File: src/rtl/seg7_pkg.sv
// Shared types, constants and the hex-to-segment table for the four-digit scan controller.
package seg7_pkg;

  localparam logic [7:0] SEG_BLANK = 8'hFF;
  localparam logic [3:0] DIG_OFF   = 4'hF;

  typedef enum logic {
    ST_BLANK,
    ST_SHOW
  } state_e;

  typedef struct packed {
    logic       blank;
    logic       dp;
    logic [3:0] hex;
  } digit_t;

  localparam digit_t ENTRY_BLANK = '{blank: 1'b1, dp: 1'b0, hex: 4'h0};

  // Active-low {dp,g,f,e,d,c,b,a} with the decimal point off.
  function automatic logic [7:0] hex_to_seg(input logic [3:0] hex);
    logic [7:0] s;
    case (hex)
      4'h0: s = 8'hC0;
      4'h1: s = 8'hF9;
      4'h2: s = 8'hA4;
      4'h3: s = 8'hB0;
      4'h4: s = 8'h99;
      4'h5: s = 8'h92;
      4'h6: s = 8'h82;
      4'h7: s = 8'hF8;
      4'h8: s = 8'h80;
      4'h9: s = 8'h90;
      4'hA: s = 8'h88;
      4'hB: s = 8'h83;
      4'hC: s = 8'hC6;
      4'hD: s = 8'hA1;
      4'hE: s = 8'h86;
      default: s = 8'h8E;
    endcase
    return s;
  endfunction

endpackage

File: src/rtl/seg7_hex_decode.sv
// Combinational decode of one digit entry into the active-low segment byte.
module seg7_hex_decode (
  input  seg7_pkg::digit_t entry_i,
  output logic [7:0]       seg_o
);
  import seg7_pkg::*;

  always_comb begin
    seg_o = entry_i.blank ? SEG_BLANK : hex_to_seg(entry_i.hex);
    if (entry_i.dp) seg_o[7] = 1'b0;
  end

endmodule

File: src/rtl/seg7_scan_ctrl.sv
// Four-digit common-anode scan controller with frame-synchronous shadow commit and per-slot blanking.
// Optional brightness dimming is enabled by defining SEG7_DIM_EN (adds the bright input).
module seg7_scan_ctrl #(
  parameter int SCAN_DIV  = 6250,
  parameter int BLANK_CYC = 64
) (
  input  logic       clk,
  input  logic       rst_n,
`ifdef SEG7_DIM_EN
  input  logic [1:0] bright,
`endif
  input  logic       wr_en,
  input  logic [1:0] wr_idx,
  input  logic       wr_blank,
  input  logic [3:0] wr_hex,
  input  logic       wr_dp,
  output logic       wr_ready,
  output logic [7:0] seg,
  output logic [3:0] dig,
  output logic       frame_tick
);
  import seg7_pkg::*;

  localparam int CNT_W = (SCAN_DIV > 1) ? $clog2(SCAN_DIV) : 1;
  localparam logic [CNT_W-1:0] CNT_LAST   = CNT_W'(SCAN_DIV - 1);
  localparam logic [CNT_W-1:0] BLANK_LAST = CNT_W'(BLANK_CYC - 1);

  logic [CNT_W-1:0] cnt_q;
  logic [1:0]       slot_q;
  state_e           state_q;
  digit_t           shadow_q [4];
  digit_t           active_q [4];
  logic             dirty_q;
  logic [7:0]       seg_q;
  logic [3:0]       dig_q;
  logic             frame_tick_q;

  logic             commit;
  logic             wr_accept;
  logic             lit;
  logic [7:0]       dec_seg;
  digit_t           cur_entry;
  digit_t           wr_entry;

  assign commit    = (cnt_q == CNT_LAST) && (slot_q == 2'd3);
  assign wr_ready  = ~commit;
  assign wr_accept = wr_en & wr_ready;
  assign wr_entry  = '{blank: wr_blank, dp: wr_dp, hex: wr_hex};
  assign cur_entry = active_q[slot_q];

  seg7_hex_decode u_decode (
    .entry_i (cur_entry),
    .seg_o   (dec_seg)
  );

`ifdef SEG7_DIM_EN
  logic [1:0]  bright_q;
  logic [31:0] show_off;
  logic [31:0] lit_lim;

  // Offset into the SHOW window; only meaningful while state_q is ST_SHOW.
  assign show_off = 32'(cnt_q) - 32'(BLANK_CYC);
  assign lit_lim  = (32'(SCAN_DIV - BLANK_CYC) * (32'(bright_q) + 32'd1)) >> 2;
  assign lit      = show_off < lit_lim;

  always_ff @(posedge clk) begin
    if (!rst_n)              bright_q <= 2'd3;
    else if (cnt_q == '0)    bright_q <= bright;
  end
`else
  assign lit = 1'b1;
`endif

  always_ff @(posedge clk) begin
    if (!rst_n) begin
      cnt_q        <= '0;
      slot_q       <= 2'd0;
      state_q      <= ST_BLANK;
      dirty_q      <= 1'b0;
      seg_q        <= SEG_BLANK;
      dig_q        <= DIG_OFF;
      frame_tick_q <= 1'b0;
      for (int i = 0; i < 4; i++) begin
        shadow_q[i] <= ENTRY_BLANK;
        active_q[i] <= ENTRY_BLANK;
      end
    end else begin
      if (cnt_q == CNT_LAST) begin
        cnt_q  <= '0;
        slot_q <= slot_q + 2'd1;
      end else begin
        cnt_q  <= cnt_q + CNT_W'(1);
      end

      case (state_q)
        ST_BLANK: begin
          seg_q <= SEG_BLANK;
          dig_q <= DIG_OFF;
          if (cnt_q == BLANK_LAST) state_q <= ST_SHOW;
        end
        ST_SHOW: begin
          if (lit) begin
            seg_q <= dec_seg;
            dig_q <= ~(4'b0001 << slot_q);
          end else begin
            seg_q <= SEG_BLANK;
            dig_q <= DIG_OFF;
          end
          if (cnt_q == CNT_LAST) state_q <= ST_BLANK;
        end
      endcase

      frame_tick_q <= commit;

      // Writes are refused during the commit cycle, so the two never collide.
      if (commit) begin
        if (dirty_q) begin
          active_q <= shadow_q;
          dirty_q  <= 1'b0;
        end
      end else if (wr_accept) begin
        shadow_q[wr_idx] <= wr_entry;
        dirty_q          <= 1'b1;
      end
    end
  end

  assign seg        = seg_q;
  assign dig        = dig_q;
  assign frame_tick = frame_tick_q;

endmodule
File: config.mk
export PLATFORM = sky130hd
export DESIGN_NAME = seg7_scan_ctrl
export DESIGN_NICKNAME = d
export VERILOG_FILES = /design/src/rtl/seg7_pkg.sv /design/src/rtl/seg7_hex_decode.sv /design/src/rtl/seg7_scan_ctrl.sv
export SDC_FILE = /design/constraint.sdc
export NUM_CORES = 1
export LEC_CHECK = 0
export BUFFER_PORTS_ARGS = -buffer_cell sky130_fd_sc_hd__buf_4
export CORE_UTILIZATION = 35
export DETAILED_ROUTE_END_ITERATION = 12
export PLACE_DENSITY = 0.58
export SKIP_LAST_GASP = 1
export SLEW_MARGIN = 20
export SYNTH_ARGS = -nofsm -noshare
export SYNTH_HDL_FRONTEND = slang
export SYNTH_HIERARCHICAL = 1
export SYNTH_SLANG_ARGS = --single-unit
File: constraint.sdc
create_clock -name clk -period 4.2 [get_ports clk]
set_clock_uncertainty 0.1 [all_clocks]
set_input_delay 0.63 -clock clk [delete_from_list [all_inputs] [get_ports clk]]
set_output_delay 0.63 -clock clk [all_outputs]
set_load 0.01 [all_outputs]
==> flow_metrics.py, run 1 <==
metrics = {
    "placed_design": {
        "gpl.final_weighted_congestion": 0.757,
        "port_buffers": 24,
        "hpwlAfterDp_um": 4340,
    },
    "power": {
        "p_per_area_nw_per_um2": 376,
        "peakVddDrop_v": 0.000218,
        "power_leakage_uw": 0.00168,
    },
    "cts": {
        "cts_root_buf": "clkbuf_8",
        "clkSinkCount": 78,
        "tritoncts": "done",
        "insertion_delay_ns": 0.34,
        "clk_pin_slew_ns": 0.08,
        "cts_setup_buffers": 0,
        "ctsHoldBuffers": 0,
        "max-clock-path-buffers": 2,
        "numCtsBuffers": 9,
        "cts_resized": 0,
        "htreeDepth": 3,
    },
    "die": {
        "die-area_um2": 9930,
        "fp-row-count": 35,
        "start_util": 0.361,
        "core_um2": 9240,
        "chipWidth_um": 99.7,
        "io-pin-count": 25,
        "die_y_um": 99.7,
    },
    "cells_and_area": {
        "multiInputGateArea_um2": 1630,
        "n_fill_cell": 918,
        "seq_area_um2": 1560,
        "drive_above_1_share": 0.168,
        "syn_to_final_growth_pct": 14.1,
        "diodes": 0,
        "layout.nets": 371,
    },
    "synthesis": {
        "ys_types": 36,
        "syn_area_um2": 3340,
        "synthCells": 328,
        "synth-seq-cells": 78,
        "ys.flop_type": "dfxtp_1",
        "synth-edff-count": 0,
        "postSynth.asyncResetShare": 0,
        "synth_nets": 352,
        "yosys_warnings": 6,
        "yosysSeqAreaShare": 0.468,
        "avgSynthCellArea_um2": 10.2,
    },
    "worst_hold_path": {
        "min_from": "active_q[15]",
        "min_path_type": "reg2reg",
    },
    "setup_path": {
        "r2r_start": "slot_q[0]",
        "slowest_stage": "dfxtp_1",
        "r2r_end": "seg[1]",
        "end_kind": "flip-flop",
        "criticalPathCategory": "reg2reg",
        "crit_end": "seg[1]",
        "r2r_cells": 6,
        "crit_path_frequent_cell": "or2_2",
        "worstPathRequired_ns": 4.34,
        "crit_buf_inv": 1,
        "crit_family": "flip-flops",
        "critPathLaunchType": "flip-flop",
        "crit_chain": "mux4_2 > inv_1 > ha_1 > or2_2 > a311o_1 > or2_2",
        "critPathLaunch": "slot_q[0]",
        "cp.arrival_ns": 2.98,
        "cp_slowest_stage_delay_ns": 0.67,
        "worstPathMaxFanout": 10,
        "ff2ff_setup_slack_ns": 1.36,
        "path_depth": 6,
    },
    "global_route": {
        "grt_overflow_total": 0,
        "grt_usage": 0.134,
        "antenna_found_initial": 0,
        "grt_pass1_wl_um": 10300,
        "grt_pass1_vias": 2152,
        "grt_max_degree": 55,
    },
    "timing": {
        "finalHoldViolCount": 0,
        "drv_slew": 0,
        "timing.final.crit_share": 0.676,
        "min_period_ns": 2.84,
        "finalSetupViolCount": 0,
        "holdWs_ns": 0.361,
        "slew-limit-headroom": 0.608,
        "max_freq_mhz": 352,
        "setup_tns_ns": 0,
        "worst_slew_pin_slew_ns": 0.586,
        "rsz0062_at_grt": "no",
    },
    "route": {
        "drcViolationCount": 0,
        "ant_nets": 0,
        "drt_iter0_markers": 112,
        "wirelength_um": 6160,
        "wl_per_cell_um": 12.8,
        "vias": 2256,
        "vias_per_cell": 4.69,
        "drtPass1Iterations": 4,
    },
    "run_status": {
        "status": "finished, final reports clean",
    },
    "run": {
        "maxCapViolCount": 0,
    },
}
-- cells in the mapped netlist, drive strengths merged, types with 6 or more instances --
library cell	instances	share of area
ha	13	0.049
xnor2	9	0.024
or2	11	0.021
nand2	51	0.058
inv	13	0.015
mux2i	52	0.16
buf	7	0.019
mux4	6	0.040
dfxtp	78	0.47
clkbuf	10	0.011
nand3	11	0.016
nor2	30	0.034
-- cell families after synthesis --
logic type               share of synthesized area
AND/OR/NAND/NOR                              0.179
flip-flops                                   0.468
multiplexers                                 0.203
buffers and inverters                       0.0454
adder cells (fa/ha/maj)                     0.0487
XOR/XNOR                                    0.0315
AO/OA/AOI/OAI                               0.0244
-- through the flow --
step | power [uW] | std cells | utilization | instance area (um2) | setup slack, ns
after global routing | 1490 | 481 | 0.412 | 3810 | 1.22
after floorplan | 805 | 328 | - | 3340 | 1.37
after CTS | 1450 | 481 | 0.412 | 3810 | 1.33
after detailed placement | 822 | 465 | 0.388 | 3580 | 1.34
final | 1430 | 481 | 0.412 | 3810 | 1.36
after global placement | 821 | 465 | 0.388 | 3580 | 1.39
-- tightest hold or removal path: cells and delay by family (launching register included) --
family        cells  cell delay [ns]
flops             1             0.31
mux               1             0.05
simple gates      1             0.05
-- final cells by class --
cell class	count	area share
multi-input combinational	220	0.427
sequential	78	0.410
timing repair buffer	25	0.0493
tap	129	0.0424
clock buffer	11	0.0371
clock inverter	5	0.0217
inverter	13	0.0128
-- power by group --
part           internal (uW)  switching [uW]  leakage, uW
Combinational           18.5            30.6     0.000934
Sequential               750            5.03     0.000632
Clock                    352             274     0.000113
Total                   1120             310      0.00168
-- flip-flops by register name, summed over array words and instances, names as in the netlist --
| signal | cells |
|---|---|
| dirty_q | 1 |
| slot_q | 2 |
| cnt_q | 13 |
| frame_tick | 1 |
| active_q | 24 |
| state_q | 1 |
| seg | 8 |
| shadow_q | 24 |
| dig | 4 |
-- worst min-delay path by stage --
stage / to / slack (ns) / cells past startpoint
after floorplan: active_q[10] / 0.33 / 2
after global placement: active_q[3] / 0.35 / 2
after detailed placement: active_q[15] / 0.35 / 2
after CTS: active_q[15] / 0.36 / 2
after global routing: active_q[15] / 0.37 / 2
final: active_q[15] / 0.36 / 2
-- cells in the final DEF (no fill, tap or decap), drive strengths merged, types with 2 or more instances in the layout --
cell type  synthesis  routed
xor2               3       3
nor2              30      30
and3               2       2
inv               13      13
nand2b             3       3
nor2b              2       2
dfxtp             78      78
mux4               6       6
a221o              2       2
clkbuf            10      11
nor4               5       5
xnor2              9       9
or2               11      11
and4b              2       2
nand4b             2       2
buf                7      25
nand2             51      51
a32oi              2       2
ha                13      13
mux2i             52      52
nand3             11      11
clkinv             0       3
mux2               2       2
nor3               3       3
bufinv             0       2
nand4              3       3
-- routing by layer --
layer | GRT usage | wire, um
met4 | 0.0645 | 97
met1 | 0.173 | 3090
met2 | 0.210 | 2820
met5 | 0 | 0
met3 | 0.0351 | 161
Power figures use the tool's default switching activity.
==> run 2: changes to the inputs <==
ABC_AREA = 1   (was not set)
PLACE_DENSITY = 0.6   (was 0.58)
clock period = 2.4 ns   (was 4.2 ns; I/O delays follow)
==> run 2 against run 1 <==
Non-clock buffer count grew 18. Via count rose by 45%. Clock power up 71%. Critical path depth increased by 4. Worst hold slack got worse by 0.14 ns.
==> flow_metrics.py, run 2 <==
metrics = {
    "run_status": {
        "status": "finished, final reports clean",
    },
    "setup_path": {
        "critPathLaunchType": "flip-flop",
        "crit_family": "simple AND/OR/NAND/NOR gates",
        "worstPathMaxFanout": 11,
        "crit_buf_inv": 3,
        "criticalPathCategory": "reg2reg",
        "path_depth": 10,
        "slowest_stage": "ha_1",
        "cp.arrival_ns": 2.30,
        "cp_slowest_stage_delay_ns": 0.33,
        "end_kind": "flip-flop",
        "crit_chain": "inv_1 > buf_4 > nand2_1 > a21oi_2 > inv_1 > ha_1 > nand2_1 > nand3_1 > nand3_1 > or2_2",
        "r2r_cells": 10,
        "worstPathRequired_ns": 2.53,
    },
    "synthesis": {
        "synth_xor_area_frac": 0.00458,
        "synth-edff-count": 0,
        "synthTopCellsByCount": "138 x nand2_1, 91 x inv_1, 79 x nor2_1",
        "synth_largest_area_cell": "dfxtp_1",
        "yosysSeqAreaShare": 0.409,
        "avgSynthCellArea_um2": 6.84,
        "synth_nets": 583,
        "synth_top_cell_area_share": 0.409,
        "yosysMostFrequentCell": "nand2_1",
        "ys_types": 30,
        "yosys_warnings": 6,
        "synth_top_family_by_area": "simple AND/OR/NAND/NOR gates",
        "syn_area_um2": 3820,
        "synthTopCellsByArea": "dfxtp_1 41%, nand2_1 14%, inv_1 8.9%, nor2_1 7.8%, nand4_1 4.6%",
        "synth-compound-area-share": 0.0602,
        "synthSimpleGateAreaFrac": 0.353,
        "ys.flop_type": "dfxtp_1",
        "muxShareOfSynthArea": 0,
        "synthAdderAreaFrac": 0.0426,
        "synth-seq-cells": 78,
        "postSynth.asyncResetShare": 0,
        "synthCells": 559,
    },
    "power": {
        "power_leakage_uw": 0.00207,
        "peakVddDrop_v": 0.000428,
        "p_per_area_nw_per_um2": 575,
    },
    "die": {
        "chipWidth_um": 106,
        "start_util": 0.365,
        "die_y_um": 106,
        "die-area_um2": 11300,
        "core_um2": 10500,
        "io-pin-count": 25,
        "fp-row-count": 37,
    },
    "timing": {
        "slew-limit-headroom": 0.680,
        "finalHoldViolCount": 0,
        "min_period_ns": 2.17,
        "timing.final.crit_share": 0.905,
        "max_freq_mhz": 461,
        "worst_slew_pin_slew_ns": 0.479,
        "rsz0062_at_grt": "no",
        "setup_tns_ns": 0,
        "drv_slew": 0,
        "finalSetupViolCount": 0,
        "holdWs_ns": 0.216,
    },
    "cts": {
        "insertion_delay_ns": 0.34,
        "numCtsBuffers": 9,
        "tritoncts": "done",
        "clk_pin_slew_ns": 0.08,
        "ctsHoldBuffers": 0,
        "max-clock-path-buffers": 2,
        "htreeDepth": 3,
        "clkSinkCount": 78,
        "cts_root_buf": "clkbuf_8",
    },
    "cells_and_area": {
        "layout.nets": 615,
        "final_common_cell": "nand2_1",
        "syn_to_final_growth_pct": 15.5,
        "n_fill_cell": 1146,
        "drive_above_1_share": 0.146,
        "final_cell_mix": "138 x nand2_1, 90 x inv_1, 79 x nor2_1",
        "largestRegisters": "active_q: 24 flops, shadow_q: 24 flops, cnt_q: 13 flops",
        "fin_area_um2": 4410,
        "diodes": 0,
    },
    "global_route": {
        "grt_usage": 0.153,
        "grt_pass1_vias": 3035,
        "grt_overflow_total": 0,
        "antenna_found_initial": 0,
        "grt_max_degree": 45,
        "grt_pass1_wl_um": 14000,
    },
    "placed_design": {
        "gpl.final_weighted_congestion": 0.848,
        "port_buffers": 24,
        "hpwlAfterDp_um": 5770,
        "place_area_um2": 4120,
    },
    "route": {
        "ant_nets": 0,
        "vias": 3271,
        "wl_per_cell_um": 11.3,
        "vias_per_cell": 4.47,
        "drtPass1Iterations": 4,
        "drcViolationCount": 0,
        "drt_iter0_markers": 102,
        "wirelength_um": 8250,
    },
    "worst_hold_path": {
        "min_path_type": "in2reg",
        "hold_depth": 3,
    },
    "run": {
        "maxCapViolCount": 0,
    },
}
==> run 2: cell count changes in the layout (fill, tap and decap cells not counted), moves of 18 or more <==
cell	delta
inv_1	+77
nand3_1	+22
nor2_1	+49
nand4_1	+26
nand2_1	+88
mux2i_1	-52
buf_4	+18
a21oi_1	+22
==> run 2: metal layers <==
layer | vias up | track usage | wire [um]
met5 | - | 0 | 0
met4 | 0 | 0.0411 | 84
met3 | 9 | 0.0227 | 281
met2 | 56 | 0.255 | 3780
met1 | 1421 | 0.206 | 4110
li1 | 1785 | - | -
==> run 2: power breakdown <==
group	total [uW]	switching, uW	internal, uW
sequential	1340	18.2	1320
clock	1070	486	580
combinational	133	85.1	47.7
==> run 2: final timing paths <==
kind	slack [ns]	startpoint	end
hold reg to reg	0.37	active_q[11]	active_q[11]
setup reg to reg	0.23	slot_q[0]	seg[3]
hold / removal	0.22	wr_blank	shadow_q[23]
setup / recovery	0.23	slot_q[0]	seg[3]
==> run 2: repair_timing <==
item	4_1_cts	5_1_grt
gates resized for setup	0	2
buffers inserted	0	10
endpoints found under the setup margin	0	2
==> run 2: per-stage QoR <==
| step | setup slack (ns) | total power (uW) | util | std cells |
|---|---|---|---|---|
| 2_1_floorplan | 0.0923 | 1460 | - | 559 |
| 4_1_cts | 0.181 | 2570 | 0.414 | 720 |
| 3_3_place_gp | 0.283 | 1500 | 0.393 | 705 |
| 6_report | 0.229 | 2540 | 0.422 | 731 |
| 3_5_place_dp | 0.178 | 1500 | 0.393 | 705 |
| 5_1_grt | 0.00762 | 2650 | 0.422 | 731 |
==> run 2: worst register-to-register path: cells and delay by family, from the launching register on <==
kind | cells | cell delay [ns]
AND/OR/NAND/NOR | 5 | 0.56
buffers and inverters | 3 | 0.55
adder cells (fa/ha/maj) | 1 | 0.33
flip-flops | 1 | 0.31
AO/OA/AOI/OAI | 1 | 0.24
==> run 2: final cells by class <==
| cell class | instances | area, um2 | area share |
|---|---|---|---|
| multi-input combinational | 360 | 1770 | 0.400 |
| sequential | 78 | 1560 | 0.354 |
| inverter | 98 | 373 | 0.0845 |
| timing repair buffer | 43 | 323 | 0.0732 |
| tap | 136 | 170 | 0.0386 |
| clock buffer | 9 | 124 | 0.0281 |
| clock inverter | 6 | 87.6 | 0.0199 |
| timing repair inverter | 1 | 5.00 | 0.00113 |
==> run 2: logic make-up (layout without fill, tap and decap cells) <==
family / Yosys count / after routing
buffers and inverters: 121 / 157
DFF: 78 / 78
adders and majority gates: 13 / 13
AOI/OAI and AO/OA: 43 / 43
xor gates and xnor gates: 2 / 2
and+or+nand+nor: 302 / 302
==> run 3: changes to the inputs <==
ABC_CLOCK_PERIOD_IN_PS = 2400   (was not set)
RECOVER_POWER = 50   (was not set)
==> run 3 against run 2 <==
First-iteration DRC count decreased by 7.8%. Sequential cell count did not move. Register-to-register slack got worse by 0.03 ns. Combinational power barely moved. Clock power is essentially flat. Global-route usage did not move. Sequential power is essentially flat. Critical path depth did not move. Wire length increased by 0.17%. Utilization fell by 0.68 points. Design area decreased by 1.6%. Die area stayed put. Largest power group unchanged.
==> flow_metrics.py, run 3 (synthesis results as in run 2) <==
metrics = {
    "global_route": {
        "grt_pass1_wl_um": 14000,
        "grt_pass1_vias": 3035,
        "grt_usage": 0.153,
        "grt_overflow_total": 0,
        "grt_max_degree": 45,
        "antenna_found_initial": 0,
    },
    "power": {
        "p_comb_frac": 0.052,
        "power_leakage_uw": 0.00203,
        "p_switching_uw": 588,
        "pwr-share-clk": 0.420,
        "switching_share": 0.232,
        "peakVddDrop_v": 0.000426,
        "p_int_uw": 1950,
        "p_per_area_nw_per_um2": 584,
        "power_frac_seq": 0.528,
    },
    "cts": {
        "clkSinkCount": 78,
        "cts_root_buf": "clkbuf_8",
        "clk_pin_slew_ns": 0.09,
        "ctsHoldBuffers": 0,
        "insertion_delay_ns": 0.34,
        "numCtsBuffers": 9,
        "htreeDepth": 3,
        "tritoncts": "done",
        "max-clock-path-buffers": 2,
    },
    "route": {
        "drt_iter0_markers": 94,
        "vias": 3252,
        "ant_nets": 0,
        "drtPass1Iterations": 4,
        "wirelength_um": 8260,
        "vias_per_cell": 4.45,
        "drcViolationCount": 0,
        "wl_per_cell_um": 11.3,
    },
    "setup_path": {
        "r2r_start": "slot_q[1]",
        "critPathLaunchType": "flip-flop",
        "worstPathMaxFanout": 5,
        "critPathLaunch": "slot_q[1]",
        "ff2ff_setup_slack_ns": 0.19,
        "end_kind": "flip-flop",
        "criticalPathCategory": "reg2reg",
        "worstPathRequired_ns": 2.53,
        "cp.arrival_ns": 2.33,
    },
    "run_status": {
        "status": "finished, final reports clean",
    },
    "cells_and_area": {
        "largestRegisters": "active_q: 24 flops, shadow_q: 24 flops, cnt_q: 13 flops",
        "fin_area_um2": 4340,
        "final_cell_mix": "138 x nand2_1, 90 x inv_1, 80 x nor2_1",
        "layout.nets": 615,
        "fin_util": 0.415,
        "instances_no_fill": 731,
        "diodes": 0,
        "n_fill_cell": 1159,
        "syn_to_final_growth_pct": 13.6,
        "final_common_cell": "nand2_1",
        "drive_above_1_share": 0.119,
    },
    "timing": {
        "worst_slew_pin_slew_ns": 0.790,
        "finalHoldViolCount": 0,
        "timing.final.crit_share": 0.919,
        "drv_slew": 0,
        "finalSetupViolCount": 0,
        "slew-limit-headroom": 0.473,
        "timing.final.ws_setup_ns": 0.194,
        "min_period_ns": 2.21,
        "setup_tns_ns": 0,
        "max_freq_mhz": 453,
    },
    "die": {
        "die-area_um2": 11300,
        "chipWidth_um": 106,
        "fp-row-count": 37,
        "start_util": 0.365,
        "io-pin-count": 25,
        "die_y_um": 106,
        "core_um2": 10500,
    },
    "placed_design": {
        "placed_cells": 705,
        "gpl.final_weighted_congestion": 0.848,
        "dp_slack_ns": 0.178,
        "hpwlAfterDp_um": 5770,
        "port_buffers": 24,
        "place_area_um2": 4120,
    },
    "run": {
        "maxCapViolCount": 0,
    },
    "worst_hold_path": {
        "min_from": "wr_blank",
        "min_path_type": "in2reg",
    },
}
## run 3: cell count changes in the layout (fill, tap and decap cells not counted), sizes merged
cell,delta
buf,-17
clkbuf,+17
## run 3: repair_timing
| item | CTS | global route |
|---|---|---|
| gates resized for setup | 0 | 2 |
| setup endpoints to repair | 0 | 2 |
| buffers inserted | 0 | 10 |
## run 3: worst paths after layout
kind / to / cells past startpoint
setup / recovery: seg[3] / 10
hold / removal: shadow_q[23] / 3
setup reg to reg: seg[3] / 10
hold reg to reg: active_q[11] / 2
## run 3: per-layer routing
layer / global-route usage / wire length [um]
met1: 0.206 / 4250
met2: 0.255 / 3770
met5: 0 / 0
met3: 0.0227 / 176
met4: 0.0411 / 68
## run 3: through the flow
stage / hold slack (ns) / power (uW)
final: 0.219 / 2530
after global routing: 0.222 / 2650
after CTS: 0.209 / 2570
after detailed placement: 0.347 / 1500
after global placement: 0.344 / 1500
after floorplan: 0.324 / 1460
## run 3: layout make-up
| class | count | area [um2] | share of cell area |
|---|---|---|---|
| Multi-Input combinational cell | 360 | 1760 | 0.405 |
| Timing Repair inverter | 1 | 5.00 | 0.00115 |
| Tap cell | 136 | 170 | 0.0392 |
| Sequential cell | 78 | 1560 | 0.360 |
| Inverter | 98 | 370 | 0.0853 |
| Timing Repair Buffer | 43 | 262 | 0.0602 |
| Clock buffer | 9 | 124 | 0.0285 |
| Clock inverter | 6 | 87.6 | 0.0202 |
## run 3: worst max-delay path, stage by stage (launching register included)
cell and delay (ns):
dfxtp_2 0.39, clkinvlp_2 0.20, o21ai_0 0.13, a21oi_1 0.08
a21oi_2 0.22, inv_1 0.15, ha_1 0.34, nand2_1 0.06
nand3_1 0.08, nand3_1 0.07, or2_2 0.29
## run 3: power groups by stage
stage / Combinational, uW / Clock [uW] / Sequential (uW)
2_1_floorplan: 98.6 / 0 / 1360
3_3_place_gp: 132 / 0 / 1370
3_5_place_dp: 133 / 0 / 1370
4_1_cts: 134 / 1090 / 1340
5_1_grt: 156 / 1150 / 1340
6_report: 132 / 1060 / 1340
